==> config.mk <==
export PLATFORM = sky130hd
export DESIGN_NAME = sv39_micro_tlb
export DESIGN_NICKNAME = d
export VERILOG_FILES = /design/src/rtl/sv39_micro_tlb.sv
export SDC_FILE = /design/constraint.sdc
export NUM_CORES = 1
export LEC_CHECK = 0
export ABC_CLOCK_PERIOD_IN_PS = 7100
export CORE_MARGIN = 2
export CORE_UTILIZATION = 60
export DETAILED_ROUTE_END_ITERATION = 12
export MAX_ROUTING_LAYER = met4
export PLACE_DENSITY = 0.89
export SYNTH_ARGS = -nofsm -noshare
export SYNTH_HDL_FRONTEND = slang
export SYNTH_SLANG_ARGS = --single-unit
==> constraint.sdc <==
create_clock -name clk_i -period 7.1 [get_ports clk_i]
set_clock_uncertainty 0.2 [all_clocks]
set_input_delay 1.42 -clock clk_i [delete_from_list [all_inputs] [get_ports clk_i]]
set_output_delay 1.42 -clock clk_i [all_outputs]
set_load 0.005 [all_outputs]
==> src/rtl/sv39_micro_tlb.sv <==
// Sv39 micro-TLB: fully-associative, 4K/2M/1G pages, ASID + global tagging,
// tree pseudo-LRU replacement and selective SFENCE.VMA flush.
package sv39_micro_tlb_pkg;
  localparam int unsigned VLEN           = 39;
  localparam int unsigned ASID_MAX_WIDTH = 16;

  typedef struct packed {
    logic [9:0]  reserved;
    logic [43:0] ppn;
    logic [1:0]  rsw;
    logic        d;
    logic        a;
    logic        g;
    logic        u;
    logic        x;
    logic        w;
    logic        r;
    logic        v;
  } pte_t;

  typedef struct packed {
    logic                      valid;
    logic                      is_2M;
    logic                      is_1G;
    logic [26:0]               vpn;
    logic [ASID_MAX_WIDTH-1:0] asid;
    pte_t                      content;
  } tlb_update_t;
endpackage

module sv39_micro_tlb
  import sv39_micro_tlb_pkg::*;
#(
  parameter int unsigned TLB_ENTRIES = 4,
  parameter int unsigned ASID_WIDTH  = 1
) (
  input  logic                  clk_i,
  input  logic                  rst_ni,
  input  logic                  flush_i,
  input  tlb_update_t           update_i,
  input  logic                  lu_access_i,
  input  logic [ASID_WIDTH-1:0] lu_asid_i,
  input  logic [VLEN-1:0]       lu_vaddr_i,
  output pte_t                  lu_content_o,
  output logic                  lu_is_2M_o,
  output logic                  lu_is_1G_o,
  output logic                  lu_hit_o,
  input  logic [ASID_WIDTH-1:0] asid_to_be_flushed_i,
  input  logic [VLEN-1:0]       vaddr_to_be_flushed_i
);
  localparam int unsigned IDX_W  = $clog2(TLB_ENTRIES);
  localparam int unsigned PLRU_W = TLB_ENTRIES - 1;

  logic [TLB_ENTRIES-1:0] valid_q, is_2m_q, is_1g_q;
  logic [8:0]             vpn2_q    [TLB_ENTRIES];
  logic [8:0]             vpn1_q    [TLB_ENTRIES];
  logic [8:0]             vpn0_q    [TLB_ENTRIES];
  logic [ASID_WIDTH-1:0]  asid_q    [TLB_ENTRIES];
  pte_t                   content_q [TLB_ENTRIES];
  logic [PLRU_W-1:0]      plru_q, plru_d;

  logic [TLB_ENTRIES-1:0] lu_match, fl_match;
  logic [IDX_W-1:0]       hit_idx, free_idx, victim_idx, refill_idx;
  logic                   refill, fl_asid_zero, fl_vpn_zero;
  logic                   unused_bits;

  assign unused_bits = ^{lu_vaddr_i[11:0], vaddr_to_be_flushed_i[11:0], update_i.asid};

  function automatic logic page_match(input logic [8:0] e2, input logic [8:0] e1,
                                      input logic [8:0] e0, input logic big2m,
                                      input logic big1g, input logic [26:0] vpn);
    return (e2 == vpn[26:18]) &&
           (big1g || ((e1 == vpn[17:9]) && (big2m || (e0 == vpn[8:0]))));
  endfunction

  // Walk root-to-leaf toward idx, pointing each node at the other subtree.
  function automatic logic [PLRU_W-1:0] plru_touch(input logic [PLRU_W-1:0] bits,
                                                   input logic [IDX_W-1:0]  idx);
    logic [PLRU_W-1:0] b;
    logic [IDX_W-1:0]  node;
    logic [IDX_W-1:0]  path;
    logic              dir;
    b    = bits;
    node = '0;
    path = idx;
    for (int l = 0; l < int'(IDX_W); l++) begin
      dir     = path[IDX_W-1];
      b[node] = ~dir;
      node    = IDX_W'(2 * node + 1 + dir);
      path    = path << 1;
    end
    return b;
  endfunction

  assign fl_asid_zero = (asid_to_be_flushed_i == '0);
  assign fl_vpn_zero  = (vaddr_to_be_flushed_i[38:12] == '0);

  for (genvar i = 0; i < TLB_ENTRIES; i++) begin : g_match
    assign lu_match[i] = valid_q[i] &&
                         ((asid_q[i] == lu_asid_i) || content_q[i].g) &&
                         page_match(vpn2_q[i], vpn1_q[i], vpn0_q[i], is_2m_q[i],
                                    is_1g_q[i], lu_vaddr_i[38:12]);
    assign fl_match[i] = valid_q[i] &&
                         (fl_asid_zero ||
                          (!content_q[i].g && (asid_q[i] == asid_to_be_flushed_i))) &&
                         (fl_vpn_zero ||
                          page_match(vpn2_q[i], vpn1_q[i], vpn0_q[i], is_2m_q[i],
                                     is_1g_q[i], vaddr_to_be_flushed_i[38:12]));
  end

  // Lookup outputs; lowest matching index wins.
  always_comb begin
    lu_hit_o     = |lu_match;
    lu_content_o = '0;
    lu_is_2M_o   = 1'b0;
    lu_is_1G_o   = 1'b0;
    hit_idx      = '0;
    for (int i = int'(TLB_ENTRIES) - 1; i >= 0; i--) begin
      if (lu_match[i]) begin
        hit_idx      = IDX_W'(i);
        lu_content_o = content_q[i];
        lu_is_2M_o   = is_2m_q[i];
        lu_is_1G_o   = is_1g_q[i];
      end
    end
  end

  always_comb begin
    logic [IDX_W-1:0] node;
    free_idx   = '0;
    victim_idx = '0;
    node       = '0;
    for (int i = int'(TLB_ENTRIES) - 1; i >= 0; i--) begin
      if (!valid_q[i]) free_idx = IDX_W'(i);
    end
    for (int l = 0; l < int'(IDX_W); l++) begin
      victim_idx = IDX_W'({victim_idx, plru_q[node]});
      node       = IDX_W'(2 * node + 1 + plru_q[node]);
    end
  end

  assign refill     = update_i.valid && !flush_i;
  assign refill_idx = (&valid_q) ? victim_idx : free_idx;

  // A same-cycle refill is applied after the lookup hit so it ends up MRU.
  always_comb begin
    plru_d = plru_q;
    if (lu_access_i && lu_hit_o) plru_d = plru_touch(plru_d, hit_idx);
    if (refill)                  plru_d = plru_touch(plru_d, refill_idx);
  end

  always_ff @(posedge clk_i or negedge rst_ni) begin
    if (!rst_ni) begin
      valid_q <= '0;
      is_2m_q <= '0;
      is_1g_q <= '0;
      plru_q  <= '0;
      for (int i = 0; i < int'(TLB_ENTRIES); i++) begin
        vpn2_q[i]    <= '0;
        vpn1_q[i]    <= '0;
        vpn0_q[i]    <= '0;
        asid_q[i]    <= '0;
        content_q[i] <= '0;
      end
    end else begin
      plru_q <= plru_d;
      if (flush_i) begin
        valid_q <= valid_q & ~fl_match;
      end else if (update_i.valid) begin
        valid_q[refill_idx]   <= 1'b1;
        is_2m_q[refill_idx]   <= update_i.is_2M;
        is_1g_q[refill_idx]   <= update_i.is_1G;
        vpn2_q[refill_idx]    <= update_i.vpn[26:18];
        vpn1_q[refill_idx]    <= update_i.vpn[17:9];
        vpn0_q[refill_idx]    <= update_i.vpn[8:0];
        asid_q[refill_idx]    <= update_i.asid[ASID_WIDTH-1:0];
        content_q[refill_idx] <= update_i.content;
      end
    end
  end
endmodule

======== Word level (Yosys, flattened, before mapping) ========
Cells that the tools add are included.
storage, ports and cells
  memory bits (writable) .................. 0
  bits in registers ....................... 383
  memories ................................ 0
  input port bits ......................... 194
  output and inout port bits .............. 67
  logic and storage cells ................. 248
  memory bits (read-only) ................. 0
  bits in latches ......................... 0
operators by class
  eq/ne operators ......................... 32
  bitwise logic cells ..................... 10
  muxes and demuxes ....................... 48
  divide/modulo/power cells ............... 0
  order comparisons ....................... 9
  $add $sub $neg .......................... 3
  reductions and logical operators ........ 81
  multiply operators ...................... 0
  shifts and indexed selects .............. 0
operators with widths
  operator             count
  $mux 64              5
  $bwmux 256           1
  $eq 9x9->1           24
  $demux 64 s2         1
  $bwmux 36            3
  $logic_and 1x1->1    42
  $logic_or 1x1->1     28
  $logic_not 27->1     1
  $demux 9 s2          1
  $mux 2               9
  $mux 1               13
  $bwmux 4             3
  $lt 2x3->1 const B   4
  $mux 9               1
  $demux 1 s2          4
  $eq 1x1->1           8
  $mux 4               2
  $add 1x1->2 const A  3
  $bwmux 3             2
  $ge 2x1->1 const B   3
  $mux 3               2
  $not 1->1            6
  $logic_not 1->1      5
  $and 4x4->4          1
  other kinds (10)     11

======== Logic depth before layout (Yosys ltp) ========
Gate-level depths: netlist (run 1).
  word-level depth ........................ 19
  depth in mapped cells ................... 11
  depth with buffers taken out ............ 7

======== Least setup slack after synthesis (run 1) ========
No wires, ideal clock.
  kind .................................... input -> output
  from .................................... input port lu_vaddr_i[30]
  to ...................................... output port lu_content_o[45] in the netlist's numbering
  arrival ................................. 3,322 ps
  setup slack ............................. 2,158 ps
  required time ........................... 5,480 ps
  stages .................................. 10
  path buffers ............................ 4
  path through ............................ clkbuf_1 xnor2_1 o211ai_1 nor3_1 o221a_2 clkbuf_1 buf_2 clkbuf_1 a221oi_1 o31ai_1
RTL lines
  what             RTL line  source
  start, declared  43        input logic [VLEN-1:0] lu_vaddr_i,
  end, declared    44        output pte_t lu_content_o,

======== Final worst setup path (run 1) ========
  from .................................... input port lu_vaddr_i[36]
  to ...................................... output port lu_is_2M_o
on the way
  word-level cells in the longest chain between the ends .. 7
  elaborated cells between the ends (all ways) .. 16
  those cells by class .................... 4 x eq/ne; 4 x mux; 8 x reduce/logical
RTL lines
  what                  RTL line  source
  $eq 9x9->1            72        return (e2 == vpn[26:18]) &&
  $logic_and 1x1->1     72
  $logic_and 1x1->1     100       ((asid_q[i] == lu_asid_i) || content_q[i].g) &&
  $mux 1 (3 in series)  119       if (lu_match[i]) begin
  $mux 1 (*)            119
  end, declared         45        output logic lu_is_2M_o,
Mark *: on every way between the ends. The rest lies on a longest branch, timed or not.

==> results of run 1 <==
-- how the worst max path moves through the flow --
stage | end | startpoint | cells past startpoint
2_1_floorplan | lu_content_o[45] | lu_vaddr_i[30] | 10
3_3_place_gp | lu_is_2M_o | lu_vaddr_i[36] | 10
3_5_place_dp | lu_is_2M_o | lu_vaddr_i[36] | 10
4_1_cts | lu_is_2M_o | lu_vaddr_i[36] | 10
5_1_grt | lu_content_o[47] | lu_vaddr_i[16] | 10
6_report | lu_is_2M_o | lu_vaddr_i[36] | 10
-- placed cells by master (no fill, tap or decap), types with 3 or more instances in the layout --
cell type        count
nand4_1             20
o21ai_1              3
nor4_1              32
dfrtp_1            383
o31ai_1             42
bufinv_16            3
clkinv_2             4
nor2_4              28
xor2_1             106
o2111ai_1            6
nor2_2              19
buf_12              12
nand2_1            357
xnor2_1            114
clkbuf_1             9
o211ai_1             4
a31oi_1              5
diode_2              4
nand3_1              5
mux2_2             281
nor2_1              23
buf_4                8
o21ai_0             13
clkdlybuf4s50_1    220
a41oi_1              6
inv_1                9
clkbuf_8             9
nor3_1              12
o31ai_2             22
clkbuf_16           40
a221oi_1            64
-- area by class of cell --
| cell class | count | area (um^2) | area share [%] |
|---|---|---|---|
| Antenna cell | 4 | 10.0 | 0.0436 |
| Clock buffer | 58 | 1160 | 5.04 |
| Clock inverter | 11 | 150 | 0.653 |
| Inverter | 9 | 33.8 | 0.147 |
| Multi-Input combinational cell | 1190 | 9020 | 39.3 |
| Sequential cell | 383 | 9580 | 41.7 |
| Tap cell | 402 | 503 | 2.19 |
| Timing Repair Buffer | 241 | 2520 | 11.0 |
-- Yosys cell counts (2+ instances only) --
cell type	number	area [um^2]
nor3_1	12	60.1
buf_12	2	40.0
buf_1	16	60.1
o21ai_0	13	65.1
o31ai_1	42	315
o211ai_1	4	30.0
nor2b_1	2	12.5
nor2_4	26	293
o2111ai_1	6	52.6
a31oi_1	5	31.3
clkbuf_1	72	270
inv_1	9	33.8
xor2_1	106	928
nor2_1	25	93.8
a41o_1	2	20.0
xnor2_1	114	998
nor4_1	32	200
nand4_1	20	125
nand2_1	359	1350
a2bb2oi_1	2	17.5
buf_6	10	113
o21ai_1	3	15.0
dfrtp_1	383	9580
a41oi_1	6	52.6
nand3_1	6	30.0
a21oi_1	2	10.0
mux2_2	281	3160
a221oi_1	64	561
nor2_2	19	119
and2_1	3	18.8
o31ai_2	22	275
buf_2	22	110
-- per-layer routing --
| metal | routed length, um | up-vias | GRT usage (%) | part of all wire, % |
|---|---|---|---|---|
| met2 | 25100 | 580 | 51.8 | 49 |
| li1 | - | 6260 | - | - |
| met5 | 0 | - | - | 0 |
| met3 | 4100 | 90 | 6.83 | 8.0 |
| met4 | 1110 | 0 | 9.60 | 2.2 |
| met1 | 20900 | 7237 | 40.8 | 41 |
-- report_power, final --
group / switching [uW] / internal [uW] / leakage [uW]
Combinational: 1090 / 1380 / 0.00435
Sequential: 867 / 3260 / 0.00460
Clock: 862 / 1240 / 0.000638
-- sequential cells by signal, summed over array words and instances (netlist names) --
signal / flops
content_q: 256
vpn0_q: 36
vpn1_q: 36
vpn2_q: 36
asid_q: 4
is_1g_q: 4
is_2m_q: 4
valid_q: 4
plru_q: 3
-- stage by stage --
stage               cell area (um^2)  power [uW]
finish                         23000        8700
global placement               21700        6370
global route                   23000        9160
CTS                            23000        8720
floorplan                      19200        5760
detailed placement             21700        6580
-- kinds of logic (layout without fill, tap and decap cells) --
logic type | after synthesis | count (layout) | share of synthesized area (%)
and+or+nand+nor | 509 | 509 | 12.2
DFF | 383 | 383 | 49.9
AOI/OAI and AO/OA | 179 | 179 | 7.96
xor gates and xnor gates | 220 | 220 | 10.0
other | 0 | 4 | 0
buffers and inverters | 134 | 319 | 3.41
muxes | 282 | 282 | 16.5
-- critical path: stages --
cell	delay, ns
clkdlybuf4s50_1	0.54
xor2_1	0.20
nor4_1	0.44
o2111ai_1	0.19
or4_4	0.63
nor2_4	0.17
buf_4	0.33
a221oi_1	0.09
o31ai_1	0.42
clkdlybuf4s50_1	0.58
==> flow_summary.json, run 1 <==
{
  "gp_congestion": 0.940,
  "crit_fanout": 20,
  "clk_latency_ns": 0.53,
  "grt_max_degree": 138,
  "die_x_um": 183,
  "r2r_end": "vpn0_q[32]$_DFFE_PN0P_",
  "grt_usage_pct": 31.9,
  "fmax_ghz": 0.151,
  "layout-drive-gt1-share_pct": 23.3,
  "cts-root-buf": "clkbuf_16",
  "start_kind": "input pin",
  "rsz0062_at_grt": "no",
  "die_area_um2": 33500,
  "fin_setup_tns_ns": 0,
  "reg2reg_depth": 6,
  "vias": 14200,
  "hp-class": "register to register",
  "synth_cells": 1707,
  "cap_violations": 0,
  "clock_sinks": 383,
  "worst_slack_ns": 0.466,
  "syn_area_um2": 19200,
  "firstDrtPassIters": 5,
  "dp_slack_ns": 0.505,
  "placed_cells": 2225,
  "final_nets": 2059,
  "powerDensity_nw_per_um2": 379,
  "critPathKind": "input pin to output pin",
  "io_buffers": 221,
  "slew_headroom_pct": 15.6,
  "post_cts_buffers": 0,
  "critPathArrivalTime_ns": 5.01,
  "cts-resized-gates": 0,
  "synth-seq-cells": 383,
  "fillers": 2108,
  "drc": 0,
  "io_pins": 261,
  "async_flop_share_pct": 100,
  "die_h_um": 183,
  "wl_per_cell_um": 22.3,
  "avgSynthCellArea_um2": 11.2,
  "dp_hpwl_mm": 32.4,
  "min_to": "content_q[44]$_DFFE_PN0P_",
  "routed_via_density": 6.16,
  "num_rows": 65,
  "path_clk_slew_ns": 0.06,
  "irDropWorstVdd_v": 0.000241,
  "overflow": 0,
  "first_global_vias": 15200,
  "synth_edf_count": 0,
  "drt_wl_total_mm": 51.1,
  "cts_buffers": 40,
  "postRouteAntennaNets": 0,
  "setup_viol": 0,
  "area_growth_pct": 19.7,
  "crit_path_end_kind": "output pin",
  "crit_required_ns": 5.48,
  "antenna_found_initial": 4,
  "cts_buffer_depth": 3,
  "ys_types": 49,
  "outcome": "finished clean",
  "layoutNonFillerInstCount": 2298,
  "hold_viol_final": 0,
  "ys.flop_type": "dfrtp_1",
  "slew_viol_final": 0,
  "period_needed_ns": 6.63,
  "grt_first_pass_wirelength_mm": 81.8,
  "cts_max_level": 2,
  "start_util_pct": 60.9,
  "core_area_um2": 31600,
  "min_period_over_period_pct": 93.4,
  "cellLeakagePower_uw": 0.00960,
  "hold_slack_ns": 0.275,
  "synth_warnings": 0,
  "synthesis.nets": 1901,
  "synth.yosys.seq_area_share_pct": 49.9,
  "min_from": "content_q[44]$_DFFE_PN0P_",
  "holdBufCountCts": 0,
  "utilization_pct": 72.8,
  "drt_iter0_drc": 1136,
  "cts_tree": "done",
  "worst_slew_pin_slew_ns": 1.26,
  "ff2ff_setup_slack_ns": 3.60,
  "r2r-start": "valid_q[2]$_DFFE_PN0P_",
  "hold_path_depth": 2
}
Power figures use the tool's default switching activity.
==> run 2, diff against run 1 <==
CAP_MARGIN = 20   (was unset)
==> run 2 against run 1 <==
Effect of this change:
- clock power up 3%
- worst setup slack got worse by 0.069 ns
- sequential power about the same
- critical path type unchanged
==> flow_summary.json, run 2 (synthesis results as in run 1) <==
{
  "outcome": "finished clean",
  "multi_input_area_um2": 9020,
  "irDropWorstVdd_v": 0.000242,
  "power_uw": 8790,
  "utilization_pct": 73.1,
  "regArea_um2": 9580,
  "top_register": "content_q",
  "area_growth_pct": 20.1,
  "slew_viol_final": 0,
  "io_buffers": 221,
  "switching_share_pct": 32.3,
  "die_x_um": 183,
  "min_period_over_period_pct": 94.4,
  "layout-drive-gt1-share_pct": 23.4,
  "layoutNonFillerInstCount": 2301,
  "wl_met1_mm": 20.8,
  "path_clk_slew_ns": 0.06,
  "io_pins": 261,
  "crit_required_ns": 5.48,
  "final_common_cell": "dfrtp_1",
  "clk_latency_ns": 0.53,
  "die_area_um2": 33500,
  "dp_hpwl_mm": 32.6,
  "grt_usage_pct": 32.2,
  "grt_first_pass_wirelength_mm": 82.2,
  "placed_area_um2": 21700,
  "largest_reg_flops": 256,
  "post_cts_buffers": 0,
  "cts_buffer_depth": 3,
  "drc": 0,
  "postRouteAntennaNets": 0,
  "die_h_um": 183,
  "cts-resized-gates": 0,
  "final_nets": 2061,
  "routed-wl-met3_mm": 4.06,
  "hold_viol_final": 0,
  "power.switching_uw": 2840,
  "start_util_pct": 60.9,
  "mostFrequentLayoutCells": "dfrtp_1, nand2_1, mux2_2",
  "firstDrtPassIters": 5,
  "powerDensity_nw_per_um2": 381,
  "fin_setup_tns_ns": 0,
  "cts-root-buf": "clkbuf_16",
  "crit_fanout": 20,
  "crit_path_end_kind": "output pin",
  "grt_max_degree": 138,
  "cts_buffers": 41,
  "num_rows": 65,
  "power_frac_seq_pct": 47.0,
  "overflow": 0,
  "top_layer": "met4",
  "cts_max_level": 2,
  "worst_slew_pin_slew_ns": 1.05,
  "gp_congestion": 0.940,
  "critPathKind": "input pin to output pin",
  "rsz0062_at_grt": "no",
  "first_global_vias": 15200,
  "start_kind": "input pin",
  "cellLeakagePower_uw": 0.00964,
  "wl_per_cell_um": 22.4,
  "period_needed_ns": 6.70,
  "dr_wl_met2_mm": 25.4,
  "vias": 14200,
  "setup_viol": 0,
  "slew_headroom_pct": 29.8,
  "core_area_um2": 31600,
  "cap_violations": 0,
  "drt_iter0_drc": 1139,
  "holdBufCountCts": 0,
  "routed_via_density": 6.16,
  "hp-class": "register to register",
  "power_frac_clock_pct": 24.7,
  "p_int_uw": 5950,
  "final_area_um2": 23100,
  "combPwrFrac_pct": 28.3,
  "antenna_found_initial": 3,
  "placed_cells": 2226,
  "critPathArrivalTime_ns": 5.08,
  "drt_wl_total_mm": 51.6,
  "cts_tree": "done",
  "clock_sinks": 383,
  "fillers": 2083,
  "fmax_ghz": 0.149
}
run 2: cell count changes in the layout (fill, tap and decap cells not counted), sizes merged:
cell      before  now
diode          4    3
clkbuf        58   60
bufinv         3    4
buf           21   22
inv           10   11
clkinvlp       2    1
run 2: cell type report:
cell class	count	share of cell area [%]
tap	402	2.18
antenna	3	0.0326
clock inverter	12	0.754
inverter	9	0.147
multi-input combinational	1190	39.1
clock buffer	60	5.15
timing repair buffer	242	11.0
sequential	383	41.6
run 2: final timing paths:
path,startpoint,cells after the start,endpoint,slack [ns]
max,lu_vaddr_i[16],10,lu_content_o[61],0.40
min,content_q[19]$_DFFE_PN0P_,2,content_q[19]$_DFFE_PN0P_,0.27
max reg2reg,plru_q[0]$_DFFE_PN0P_,7,content_q[141]$_DFFE_PN0P_,3.94
min reg2reg,content_q[19]$_DFFE_PN0P_,2,content_q[19]$_DFFE_PN0P_,0.27
max in group asynchronous,rst_ni,2,is_2m_q[3]$_DFFE_PN0P_,4.53
min in group asynchronous,rst_ni,1,vpn1_q[25]$_DFFE_PN0P_,0.86
run 2: power groups by stage:
stage / registers (uW) / clock network, uW / logic (uW)
floorplan: 3880 / 0 / 1880
global placement: 4030 / 0 / 2340
detailed placement: 4130 / 0 / 2460
CTS: 4110 / 2190 / 2500
global route: 4250 / 2290 / 2710
finish: 4130 / 2170 / 2490
run 2: critical path, stage by stage:
cell and delay, ns:
clkdlybuf4s50_1 0.61, xor2_1 0.21, nor4_1 0.06, a41o_1 0.25, a41oi_1 0.60, or2_4 0.58
buf_4 0.39, nor2_4 0.04, o31ai_1 0.32, clkdlybuf4s50_1 0.60
run 2: through the flow:
stage | setup WS (ns) | hold slack (ns)
finish | 0.397 | 0.274
global route | 0.264 | 0.296
CTS | 0.437 | 0.278
detailed placement | 0.485 | 0.263
global placement | 0.465 | 0.258
floorplan | 2.16 | 0.246
run 2: layer usage:
layer / GRT usage (%) / up-vias
li1: - / 6267
met1: 39.8 / 7205
met2: 53.1 / 584
met3: 7.41 / 115
met4: 10.2 / 0
met5: - / -
